### src/rtl/chan_mux_pkg.sv
// Shared definitions for the round-robin/fixed channel multiplexer.
package chan_mux_pkg;

    localparam logic MODE_FIXED = 1'b0;
    localparam logic MODE_RR    = 1'b1;

    // Index width for a channel count; never below one bit.
    function automatic int idx_width(input int n);
        return (n > 1) ? $clog2(n) : 1;
    endfunction

endpackage

### src/rtl/chan_mux_rr_if.sv
// Handshake bundle between producers/consumer and the channel multiplexer.
interface chan_mux_rr_if #(
    parameter int WIDTH    = 4,
    parameter int CHANNELS = 4
);
    import chan_mux_pkg::*;

    localparam int SEL_W = idx_width(CHANNELS);

    logic [CHANNELS*WIDTH-1:0] in_data;
    logic [CHANNELS-1:0]       in_valid;
    logic [CHANNELS-1:0]       in_ready;
    logic                      mode;
    logic [SEL_W-1:0]          select;
    logic [WIDTH-1:0]          out_data;
    logic [SEL_W-1:0]          out_channel;
    logic                      out_valid;
    logic                      out_ready;

    modport slave (
        input  in_data, in_valid, mode, select, out_ready,
        output in_ready, out_data, out_channel, out_valid
    );

    modport master (
        output in_data, in_valid, mode, select, out_ready,
        input  in_ready, out_data, out_channel, out_valid
    );

endinterface

### src/rtl/chan_mux_rr_arbiter.sv
// Combinational round-robin arbiter: first requester at or after ptr wins.
module rr_arbiter
    import chan_mux_pkg::*;
#(
    parameter  int CHANNELS = 4,
    localparam int SEL_W    = idx_width(CHANNELS)
) (
    input  logic [CHANNELS-1:0] req,
    input  logic [SEL_W-1:0]    ptr,
    input  logic                enable,
    output logic [CHANNELS-1:0] gnt,
    output logic [SEL_W-1:0]    gnt_idx,
    output logic                any_gnt
);

    localparam logic [SEL_W:0] CH_W = (SEL_W+1)'(CHANNELS);

    logic [SEL_W:0]   sum_s;
    logic [SEL_W-1:0] cand_s;
    logic             hit_s;

    // Walk channels in rotated order, latching onto the first valid request.
    always_comb begin
        gnt     = '0;
        gnt_idx = '0;
        any_gnt = 1'b0;
        sum_s   = '0;
        cand_s  = '0;
        hit_s   = 1'b0;
        for (int k = 0; k < CHANNELS; k++) begin
            sum_s   = {1'b0, ptr} + (SEL_W+1)'(k);
            cand_s  = (sum_s >= CH_W) ? SEL_W'(sum_s - CH_W) : SEL_W'(sum_s);
            hit_s   = enable && !any_gnt && req[cand_s];
            gnt[cand_s] = gnt[cand_s] | hit_s;
            gnt_idx = hit_s ? cand_s : gnt_idx;
            any_gnt = any_gnt | hit_s;
        end
    end

endmodule

### src/rtl/chan_mux_rr.sv
// N-channel registered multiplexer with fixed-select or round-robin arbitration.
module chan_mux_rr
    import chan_mux_pkg::*;
#(
    parameter  int WIDTH    = 4,
    parameter  int CHANNELS = 4,
    localparam int SEL_W    = idx_width(CHANNELS)
) (
    input  logic          clk,
    input  logic          reset_n,
    chan_mux_rr_if.slave  bus
);

    localparam logic [SEL_W:0] CH_W = (SEL_W+1)'(CHANNELS);

    logic [WIDTH-1:0]    out_data_q, out_data_d;
    logic [SEL_W-1:0]    out_channel_q, out_channel_d;
    logic                out_valid_q, out_valid_d;
    logic [SEL_W-1:0]    rr_ptr_q, rr_ptr_d;

    logic                load_en_s;
    logic                sel_ok_s;
    logic                fix_gnt_s;
    logic [CHANNELS-1:0] rr_gnt_s;
    logic [SEL_W-1:0]    rr_idx_s;
    logic                rr_any_s;
    logic [CHANNELS-1:0] gnt_vec_s;
    logic [SEL_W-1:0]    gnt_idx_s;
    logic                any_gnt_s;
    logic [WIDTH-1:0]    sel_data_s;
    logic [SEL_W:0]      ptr_inc_s;

    assign load_en_s = !out_valid_q || bus.out_ready;
    assign sel_ok_s  = ({1'b0, bus.select} < CH_W);
    assign fix_gnt_s = load_en_s && sel_ok_s && bus.in_valid[bus.select];

    rr_arbiter #(.CHANNELS(CHANNELS)) u_arb (
        .req     (bus.in_valid),
        .ptr     (rr_ptr_q),
        .enable  (load_en_s),
        .gnt     (rr_gnt_s),
        .gnt_idx (rr_idx_s),
        .any_gnt (rr_any_s)
    );

    // Pick the grant source according to the current mode.
    always_comb begin
        gnt_vec_s = '0;
        gnt_idx_s = '0;
        any_gnt_s = 1'b0;
        if (bus.mode == MODE_RR) begin
            gnt_vec_s = rr_gnt_s;
            gnt_idx_s = rr_idx_s;
            any_gnt_s = rr_any_s;
        end else begin
            gnt_vec_s = fix_gnt_s ? (CHANNELS'(1'b1) << bus.select) : '0;
            gnt_idx_s = bus.select;
            any_gnt_s = fix_gnt_s;
        end
    end

    // In reset nothing may be accepted, even though the empty register would allow it.
    assign bus.in_ready = reset_n ? gnt_vec_s : '0;

    // One-hot AND-OR data select keeps the data path free of wide index arithmetic.
    always_comb begin
        sel_data_s = '0;
        for (int k = 0; k < CHANNELS; k++) begin
            sel_data_s = sel_data_s | (bus.in_data[k*WIDTH +: WIDTH] & {WIDTH{gnt_vec_s[k]}});
        end
    end

    // Next-state for the output register and the round-robin pointer.
    always_comb begin
        out_data_d    = out_data_q;
        out_channel_d = out_channel_q;
        out_valid_d   = out_valid_q;
        rr_ptr_d      = rr_ptr_q;
        ptr_inc_s     = {1'b0, rr_idx_s} + (SEL_W+1)'(1'b1);
        if (any_gnt_s) begin
            out_data_d    = sel_data_s;
            out_channel_d = gnt_idx_s;
            out_valid_d   = 1'b1;
        end else if (bus.out_ready) begin
            out_valid_d   = 1'b0;
        end else begin
            out_valid_d   = out_valid_q;
        end
        if (any_gnt_s && (bus.mode == MODE_RR)) begin
            rr_ptr_d = (ptr_inc_s >= CH_W) ? '0 : SEL_W'(ptr_inc_s);
        end else begin
            rr_ptr_d = rr_ptr_q;
        end
    end

    // State registers.
    always_ff @(posedge clk or negedge reset_n) begin
        if (!reset_n) begin
            out_data_q    <= '0;
            out_channel_q <= '0;
            out_valid_q   <= 1'b0;
            rr_ptr_q      <= '0;
        end else begin
            out_data_q    <= out_data_d;
            out_channel_q <= out_channel_d;
            out_valid_q   <= out_valid_d;
            rr_ptr_q      <= rr_ptr_d;
        end
    end

    assign bus.out_data    = out_data_q;
    assign bus.out_channel = out_channel_q;
    assign bus.out_valid   = out_valid_q;

endmodule
### src/flat_wrapper.sv
// flat-port wrapper written by rule: the top's interface ports become plain ports
module chan_mux_rr_flat import chan_mux_pkg::*;
#(
    parameter  int WIDTH    = 4,
    parameter  int CHANNELS = 4,
    localparam int SEL_W    = idx_width(CHANNELS)
)
  (clk, reset_n, bus_in_data, bus_in_valid, bus_mode, bus_select, bus_out_ready, bus_in_ready, bus_out_data, bus_out_channel, bus_out_valid);
  chan_mux_rr_if #(.WIDTH(WIDTH), .CHANNELS(CHANNELS)) bus_i ();
  input  logic clk;
  input  logic reset_n;
  input wire logic [$bits(bus_i.in_data)-1:0] bus_in_data;
  input wire logic [$bits(bus_i.in_valid)-1:0] bus_in_valid;
  input wire logic [$bits(bus_i.mode)-1:0] bus_mode;
  input wire logic [$bits(bus_i.select)-1:0] bus_select;
  input wire logic [$bits(bus_i.out_ready)-1:0] bus_out_ready;
  output wire logic [$bits(bus_i.in_ready)-1:0] bus_in_ready;
  output wire logic [$bits(bus_i.out_data)-1:0] bus_out_data;
  output wire logic [$bits(bus_i.out_channel)-1:0] bus_out_channel;
  output wire logic [$bits(bus_i.out_valid)-1:0] bus_out_valid;
  assign bus_i.in_data = bus_in_data;
  assign bus_i.in_valid = bus_in_valid;
  assign bus_i.mode = bus_mode;
  assign bus_i.select = bus_select;
  assign bus_i.out_ready = bus_out_ready;
  assign bus_in_ready = bus_i.in_ready;
  assign bus_out_data = bus_i.out_data;
  assign bus_out_channel = bus_i.out_channel;
  assign bus_out_valid = bus_i.out_valid;
  chan_mux_rr #(.WIDTH(WIDTH), .CHANNELS(CHANNELS)) u_core (.clk(clk), .reset_n(reset_n), .bus(bus_i));
endmodule
### config.mk
export PLATFORM = sky130hd
export DESIGN_NAME = chan_mux_rr_flat
export DESIGN_NICKNAME = d
export VERILOG_FILES = /design/src/rtl/chan_mux_pkg.sv /design/src/rtl/chan_mux_rr_if.sv /design/src/rtl/chan_mux_rr_arbiter.sv /design/src/rtl/chan_mux_rr.sv /design/src/flat_wrapper.sv
export SDC_FILE = /design/constraint.sdc
export NUM_CORES = 1
export LEC_CHECK = 0
export ABC_AREA = 1
export CAP_MARGIN = 40
export CORE_UTILIZATION = 49
export DETAILED_ROUTE_END_ITERATION = 10
export GPL_ROUTABILITY_DRIVEN = 0
export PLACE_DENSITY = 0.87
export SLEW_MARGIN = 30
export SYNTH_ARGS = -nofsm -noshare
export SYNTH_HDL_FRONTEND = slang
export SYNTH_HIERARCHICAL = 1
export SYNTH_SLANG_ARGS = --single-unit
### constraint.sdc
create_clock -name clk -period 6.75 [get_ports clk]
set_input_delay 1.35 -clock clk [delete_from_list [all_inputs] [get_ports clk]]
set_output_delay 1.35 -clock clk [all_outputs]
set_load 0.01 [all_outputs]
==> impl_metrics.yaml, run 1 <==
status:
  status: "finished clean"
yosys:
  ys_ff_latch: 9
  ys_types: 32
  syn_nets: 238
  synthesis.area_um2: 1270
  synth-seq-area-share: 0.1773
  yosysWarningCount: 6
  avgSynthCellArea_um2: 6.135
  synthCells: 207
power_and_ir_drop:
  swShare: 0.5524
  seqPwrFrac: 0.138
  vdd_drop_max_v: 0.0003081
  p_int_mw: 0.3737
  leakage_nw: 0.8295
  combPwrFrac: 0.814
  p_per_area_nw_per_um2: 500.6
  pwr-share-clk: 0.048
  power.net_switching_mw: 0.4612
layout:
  area_growth_pct: 31.33
  layout_common_cells: "nand2_1 (77), clkdlybuf4s50_1 (36), nand3_1 (35)"
  layout_commonest_cell: "nand2_1"
  n_antenna_cell: 0
  nets: 276
  utilization: 0.6794
  layout-drive-gt1-share: 0.1189
die:
  coreArea_um2: 2455
  die_w_um: 52.91
  chipHeight_um: 52.91
  start_util: 0.5173
  fp-row-count: 18
  ios: 37
  die-area_um2: 2799
setup_path:
  crit_fanout: 11
  cp-start-kind: "input pin"
  worstPathRequired_ns: 5.40
  endpoint_kind: "output port"
  crit_arrival_ns: 4.46
  startpoint: "bus_out_ready"
  critPathKind: "input pin to output port"
  rr_worst_depth: 20
  crit-reg2reg-launch: "u_core/rr_ptr_q[0]"
  rrSetupSlack_ns: 3.12
  worstReg2RegEnd: "u_core/bus.out_data[1]"
timing:
  finalSetupTns_ns: 0
  max_slew.worst_pin.slew_ns: 0.5222
  max_freq_ghz: 0.1720
  max-slew-margin-rel: 0.6518
  fin_skew_ns: 0.006668
  finalSetupViolations: 0
  finalHoldViolations: 0
  rsz0062_at_grt: "false"
  min_period_over_period: 0.8614
  layout_min_cycle_time_ns: 5.814
  finalMaxSlewViolations: 0
clock_tree:
  cts_inserted_buffers: 3
  cts.clk_slew.worst_paths_ns: 0.05
  cts.sinks: 9
  cts_setup_buffers: 0
  root_buffer: "clkbuf_4"
  clock_path_buffers: 2
  postCtsResizedCells: 0
  cts-htree-levels: 1
  clock_latency_ns: 0.25
  tritoncts: "yes"
  hold_buffers: 0
detailed_routing:
  drc: 0
  wire_per_inst_um: 12.06
  drt_first_iter_violations: 81
  ant_nets: 0
  finalWirelength_um: 3304
  vias: 1492
  first_pass_iters: 4
  via_per_inst: 5.445
run:
  max-cap-violations: 0
placed_design:
  port_buffers: 36
  dp.final_hpwl_um: 2684
hold_path:
  hold-path-endpoint: "u_core/bus.out_data[3]"
  holdCritPathClass: "register to register"
  min_path_cells: 2
  hold_start: "u_core/bus.out_data[3]"
grt:
  grt-ovfl-total: 0
  grtUsageTotal: 0.2592
  grt_max_degree: 17
  grt_pass1_vias: 1280
  grt_antenna_before_repair: 0
  grt_pass1_wl_um: 5402
==> per-layer routing <==
layer,share of wire,wire (um),up-vias,global-route usage
met5,0,0,-,0
met4,0.0039,13,0,0.08772
met3,0.060,199,2,0.04310
met2,0.48,1574,44,0.3987
met1,0.46,1516,684,0.3625
li1,-,-,762,-
==> logic make-up (layout without fill, tap and decap cells) <==
kind of cell / count (synthesis) / in the layout / share of synthesized area
AND/OR/NAND/NOR: 146 / 146 / 0.5537
buffers and inverters: 27 / 64 / 0.1064
AO/OA/AOI/OAI: 20 / 20 / 0.1133
flip-flops: 9 / 9 / 0.1773
adder cells (fa/ha/maj): 5 / 5 / 0.04926
==> Yosys cell counts, drive strengths merged <==
cell / instances / area [um^2]
nand2: 84 / 342.8
nand3: 40 / 225.2
inv: 21 / 83.82
nor2: 11 / 51.30
dfrtp: 9 / 225.2
nand4: 8 / 65.06
o21ai: 6 / 30.03
ha: 5 / 62.56
a21oi: 4 / 35.04
a31oi: 3 / 18.77
buf: 3 / 26.27
o21bai: 3 / 22.52
or2: 3 / 18.77
clkinv: 2 / 7.510
bufinv: 1 / 17.52
o2111ai: 1 / 15.01
o221ai: 1 / 8.760
o22ai: 1 / 6.260
o31ai: 1 / 7.510
==> layout make-up <==
cell class / count / area (um^2)
Timing Repair Buffer: 36 / 360.3
Inverter: 24 / 108.9
Clock buffer: 4 / 26.28
Fill cell: 225 / 787.0
Multi-Input combinational cell: 171 / 909.6
Sequential cell: 9 / 225.2
Tap cell: 30 / 37.54
==> stage by stage <==
stage / total power [mW] / cell area, um^2 / worst slack, ns / cells / hold slack, ns
final: 0.8350 / 1668 / 0.9356 / 274 / 0.4848
after global routing: 0.9295 / 1668 / 0.6504 / 274 / 0.5288
after CTS: 0.8309 / 1668 / 0.9647 / 274 / 0.4845
after detailed placement: 0.7870 / 1642 / 0.9751 / 270 / 0.4706
after global placement: 0.7794 / 1642 / 1.019 / 270 / 0.4664
after floorplan: 0.6188 / 1270 / 2.287 / 207 / 0.5155
==> flip-flops by register name, indices dropped and copies added, names as in the netlist <==
signal,cells
u_core/bus.out_data,4
u_core/bus.out_channel,2
u_core/rr_ptr_q,2
u_core/bus.out_valid,1
==> worst max-delay path, cell delays in order <==
cell,delay (ns)
clkdlybuf4s50_1,0.45
inv_1,0.05
nand2_1,0.31
clkinv_1,0.19
nor2_4,0.13
inv_2,0.07
nand4_1,0.23
nand2_1,0.11
nor2_1,0.20
o2111ai_2,0.22
nand3_2,0.16
nand2_1,0.06
nand2_1,0.07
or2_1,0.18
nand2_1,0.07
nor2_1,0.08
clkdlybuf4s50_1,0.53
==> power groups by stage <==
stage	sequential, mW	combinational (mW)	clock, mW
2_1_floorplan	0.115	0.504	0
3_3_place_gp	0.115	0.665	0
3_5_place_dp	0.116	0.671	0
4_1_cts	0.115	0.674	0.0421
5_1_grt	0.120	0.765	0.0453
6_report	0.115	0.680	0.0397
==> worst max-delay path by stage <==
stage / endpoint / depth (start not counted) / slack (ns)
finish: bus_in_ready[1] / 17 / 0.94
global route: bus_in_ready[0] / 21 / 0.65
CTS: bus_in_ready[0] / 21 / 0.96
detailed placement: bus_in_ready[0] / 21 / 0.98
global placement: bus_in_ready[1] / 17 / 1.02
floorplan: bus_in_ready[1] / 20 / 2.29
No activity file was read; power rests on OpenSTA's default activity.
==> run 2, diff against run 1 <==
- CAP_MARGIN: 40 -> 0
==> results of run 2 <==
Same layout as run 1: the final DEF is identical, and so are final timing and power.
==> run 3, diff against run 2 <==
- ABC_CLOCK_PERIOD_IN_PS: default -> 6750
==> results of run 3 <==
Same layout as run 1: the final DEF is identical, and so are final timing and power.
